==> config.mk <==
export PLATFORM = sky130hd
export DESIGN_NAME = m_clk_div
export DESIGN_NICKNAME = d
export VERILOG_FILES = /design/src/rtl/m_clk_pkg.sv /design/src/rtl/m_inv.sv /design/src/rtl/m_clk_div.sv
export SDC_FILE = /design/constraint.sdc
export NUM_CORES = 1
export LEC_CHECK = 0
export BUFFER_PORTS_ARGS = -buffer_cell sky130_fd_sc_hd__buf_2
export CAP_MARGIN = 5
export CORE_UTILIZATION = 42
export DETAILED_ROUTE_END_ITERATION = 8
export SLEW_MARGIN = 20
export SYNTH_ARGS = -nofsm -noshare
export SYNTH_HDL_FRONTEND = slang
export SYNTH_SLANG_ARGS = --single-unit
==> constraint.sdc <==
create_clock -name clk -period 6.9 [get_ports clk]
set_input_delay 0.345 -clock clk [delete_from_list [all_inputs] [get_ports clk]]
set_output_delay 0.345 -clock clk [all_outputs]
set_load 0.005 [all_outputs]
==> src/rtl/m_clk_pkg.sv <==
// Shared definitions for the m_clk_div clock divider: default widths,
// the minimum legal divisor and the divider FSM state encoding.
package m_clk_pkg;

    localparam int DEF_DIV_W = 8;
    localparam int MIN_DIV   = 2;

    typedef enum logic {
        IDLE = 1'b0,
        RUN  = 1'b1
    } state_t;

endpackage : m_clk_pkg

==> src/rtl/m_inv.sv <==
// Clock-path inverter. The library mapping for the clock-path inverter lives
// in this one file; here it is a plain inversion.
module m_inv (
    input  logic a,
    output logic y
);

    assign y = ~a;

endmodule : m_inv

==> src/rtl/m_clk_div.sv <==
// Glitch-free programmable integer clock divider. Start/stop and ratio changes
// act only on a period boundary; clk_out is driven straight from a flop.
//
// div_req/div_ack handshake: the requester raises div_req with a stable div_val
// and holds both until div_ack. div_val is sampled in IDLE or at the boundary
// (cnt == D-1). div_ack is a registered one-cycle pulse that is high during
// the first cycle in which the new divisor is in effect. The requester drops
// div_req in the cycle after div_ack. If div_req falls before it is sampled,
// the request is dropped and no div_ack is given.
module m_clk_div
    import m_clk_pkg::*;
#(
    parameter int DIV_W   = DEF_DIV_W,
    parameter int DEF_DIV = 4
) (
    input  logic             clk,
    input  logic             rst_n,
    input  logic             en,
    input  logic             div_req,
    input  logic [DIV_W-1:0] div_val,
    output logic             div_ack,
    output logic             clk_out,
    output logic             clk_out_n,
    output logic             busy
);

    state_t           state, state_nxt;
    logic [DIV_W-1:0] cnt, cnt_nxt;
    logic [DIV_W-1:0] div_q, div_q_nxt;
    logic             clk_out_nxt;
    logic             ack_nxt;

    logic [DIV_W:0]   div_eff;
    logic [DIV_W:0]   half;
    logic [DIV_W:0]   cnt_inc;
    logic             boundary;
    logic             req_ok;

    // Divisor arithmetic is done one bit wider so D = 2^DIV_W-1 does not wrap.
    always_comb begin
        div_eff  = (div_q < DIV_W'(MIN_DIV)) ? (DIV_W+1)'(MIN_DIV) : {1'b0, div_q};
        half     = (div_eff + (DIV_W+1)'(1)) >> 1;
        cnt_inc  = {1'b0, cnt} + (DIV_W+1)'(1);
        boundary = ({1'b0, cnt} == (div_eff - (DIV_W+1)'(1)));
        // Ignoring a request in the ack cycle keeps div_ack from repeating.
        req_ok   = div_req && !div_ack;
    end

    always_comb begin
        state_nxt   = state;
        cnt_nxt     = cnt;
        div_q_nxt   = div_q;
        clk_out_nxt = clk_out;
        ack_nxt     = 1'b0;

        unique case (state)
            IDLE: begin
                cnt_nxt     = '0;
                clk_out_nxt = 1'b0;
                if (req_ok) begin
                    div_q_nxt = div_val;
                    ack_nxt   = 1'b1;
                end
                if (en) begin
                    state_nxt   = RUN;
                    clk_out_nxt = 1'b1;
                end
            end
            RUN: begin
                if (boundary) begin
                    cnt_nxt = '0;
                    if (req_ok) begin
                        div_q_nxt = div_val;
                        ack_nxt   = 1'b1;
                    end
                    if (en) begin
                        clk_out_nxt = 1'b1;
                    end else begin
                        state_nxt   = IDLE;
                        clk_out_nxt = 1'b0;
                    end
                end else begin
                    cnt_nxt     = cnt_inc[DIV_W-1:0];
                    clk_out_nxt = (cnt_inc < half);
                end
            end
            default: begin
                state_nxt   = IDLE;
                cnt_nxt     = '0;
                clk_out_nxt = 1'b0;
            end
        endcase
    end

    always_ff @(posedge clk or negedge rst_n) begin
        if (!rst_n) begin
            state   <= IDLE;
            cnt     <= '0;
            div_q   <= DIV_W'(DEF_DIV);
            clk_out <= 1'b0;
            div_ack <= 1'b0;
        end else begin
            state   <= state_nxt;
            cnt     <= cnt_nxt;
            div_q   <= div_q_nxt;
            clk_out <= clk_out_nxt;
            div_ack <= ack_nxt;
        end
    end

    assign busy = (state != IDLE);

    m_inv u_inv (
        .a (clk_out),
        .y (clk_out_n)
    );

endmodule : m_clk_div
==> out/results.tsv <==
metric	value	unit
Bufs on Longest Clock Path	2	
Max-Cap Viols	0	
chip height	58.7	microns
count of final hold-check violations	0	
worst reg-to-reg setup slack	2520	ps
Setup Skew	3.34	ps
sequential share of the synthesized area	0.353	
Placed Cells	183	
post-cts gate resize count	0	
synthesized area	1350	sq um
Arrival @ worst endpoint	4570	ps
CP peak stage delay	740	ps
fin cells	188	
postcts setup bufs	0	
GP Congestion	0.802	
Worst path slowest cell	o41ai_4	
Layout fillers	291	
cells after synthesis	130	
Setup Viol. Count Final	0	
Crit. Startpoint	div_q[4]	
FF-to-FF path depth	9	
hpwl dp	1990	microns
reg2reg start	div_q[4]	
antenna cells	0	
share of cells above drive strength 1	0.229	
GRT Total Usage	0.176	
initial antenna violation count	0	
worst vdd ir	202	uV
vias in the first global route	988	
crit path capture type	flop	
Netlist cell types	40	
Primary FF master, synth	dfrtp_1	
vias per std cell	5.27	
Post-synth EDFFs	0	
core area	3050	sq um
DRT Pass-1 Iters	4	
Yosys top cell by area	dfrtp_1	
Final Critical Period	4380	ps
clock sinks	19	
Async SR Flop Fraction	1.00	
Vias	990	
H-tree levels	1	
final core occ	0.489	
CP Depth	9	
Synth Register Bits	19	
CP Cell Sequence	or4_4 > o41ai_1 > ha_1 > or3b_2 > a311oi_1 > a21boi_0 > o41ai_4 > nand3b_4 > mux2_4	
CTS tree	yes	
die outline area	3450	sq um
leakage power	0.730	nW
num rows	20	
Starting Density	0.442	
Buf+Inv Stages, Crit Path	0	
Slew Viols, Final	0	
R2R Path End	div_q[0]	
CTS Root Cell	clkbuf_4	
Worst-Skew Late Latency	290	ps
first-pass GRT wire length	4440	microns
final WL	2600	microns
Initial DRC Count	21	
synthesized net count	152	
final total power	0.000704	W
Placement Setup Slack	2560	ps
critical path class	reg -> reg	
P&R area growth vs syn	10.5	%
worst-margin pin slew	721	ps
Worst EP required	7090	ps
post-route ant nets	0	
fin crit share	0.635	
CP delay by family, top	compound AO/OA/AOI/OAI gates	
Post-Syn Area per Cell	10.4	sq um
nets	167	
# IOs	16	
largest fanout on the critical path	13	
port bufs	15	
post-synth top area share	0.334	
die width	58.7	microns
Setup crit end	div_q[0]	
RSZ-0062 raised after global routing	false	
clk slew on worst S/H paths	100	ps
DRC viols	0	
CTS Buf Count	3	
TNS Setup	0	ps
top cells by area, synth	dfrtp_1, ha_1, xnor2_1, mux2_4, xor2_1	
hold-fix buffers at CTS	1	
DR WL/cell	13.8	microns
Hold WC Path Type	in -> reg	
post-route setup slack	2520	ps
run status	complete, no violations	
power per cell area	472	nW/um^2
Max transition margin	0.518	
fmax	228	MHz
GRT overflow	0	
yosys warns	0	
pin count of the biggest net entering global routing	20	
crit start category	flop	
registers in the layout (all words and copies together) (netlist names):
signal   count
busy         1
clk_out      1
div_q        8
cnt          8
div_ack      1
power breakdown:
group	internal, W	leakage, nW	switching [W]
registers	0.000161	0.230	0.0000895
clock network	0.0000225	0.0150	0.0000323
logic	0.000210	0.485	0.000188
per-layer routing:
layer / track usage / share of wire
met3: 0.0286 / 0.044
met5: 0 / 0
met2: 0.273 / 0.48
met1: 0.244 / 0.47
met4: 0.0748 / 0.013
synthesized netlist by cell type (2+ instances only):
cell and n:
ha_1 10, o41ai_1 2, a21oi_1 3, nand3_1 10, xor2_1 10, inv_1 7, mux2_4 6, nor2b_1 8
mux2_2 2, nor2_1 4, o21ai_0 2, clkbuf_1 3, xnor2_1 11, buf_2 2, dfrtp_1 18, and3_1 4
nand2_1 5
metrics by stage:
step	hold WS (ps)	cell area, sq um
finish	258	1490
global route	239	1490
CTS	249	1490
detailed placement	313	1460
global placement	305	1460
floorplan	49.4	1350
worst min-delay path by stage:
stage | from | to | slack (ps) | cells after the start
finish | en | busy | 260 | 2
global route | en | busy | 240 | 2
CTS | en | busy | 250 | 2
detailed placement | rst_n | div_q[1] | 310 | 1
global placement | rst_n | div_q[0] | 310 | 1
floorplan | rst_n | busy | 50 | 0
area by class of cell:
class,instances,area (sq um),share of cell area
well taps,44,55.1,0.0369
inverters,7,26.3,0.0176
repair buffers,16,85.1,0.0570
multi-input cells,98,822,0.551
flip-flops and latches,19,477,0.320
clock buffers,4,26.3,0.0176
layout by cell type (no fill, tap or decap), types with 2 or more instances in the layout:
| cell | count |
|---|---|
| o41ai_1 | 2 |
| xor2_1 | 10 |
| nor2_1 | 4 |
| dfrtp_1 | 18 |
| clkbuf_4 | 3 |
| inv_1 | 7 |
| nand2_1 | 5 |
| mux2_2 | 2 |
| buf_2 | 15 |
| mux2_4 | 6 |
| and3_1 | 4 |
| nor2b_1 | 8 |
| ha_1 | 10 |
| nand3_1 | 10 |
| xnor2_1 | 11 |
| a21oi_1 | 3 |
| o21ai_0 | 2 |
cell families (layout without fill, tap and decap cells):
| kind of cell | count (synthesis) | after routing | share of synthesized area |
|---|---|---|---|
| mux | 8 | 8 | 0.0834 |
| fa+ha+maj | 10 | 10 | 0.0927 |
| simple gates | 41 | 41 | 0.180 |
| buf+inv | 13 | 27 | 0.0380 |
| xor+xnor | 21 | 21 | 0.136 |
| flops | 19 | 19 | 0.353 |
| compound gates | 18 | 18 | 0.117 |
No activity file was read; power rests on OpenSTA's default activity.
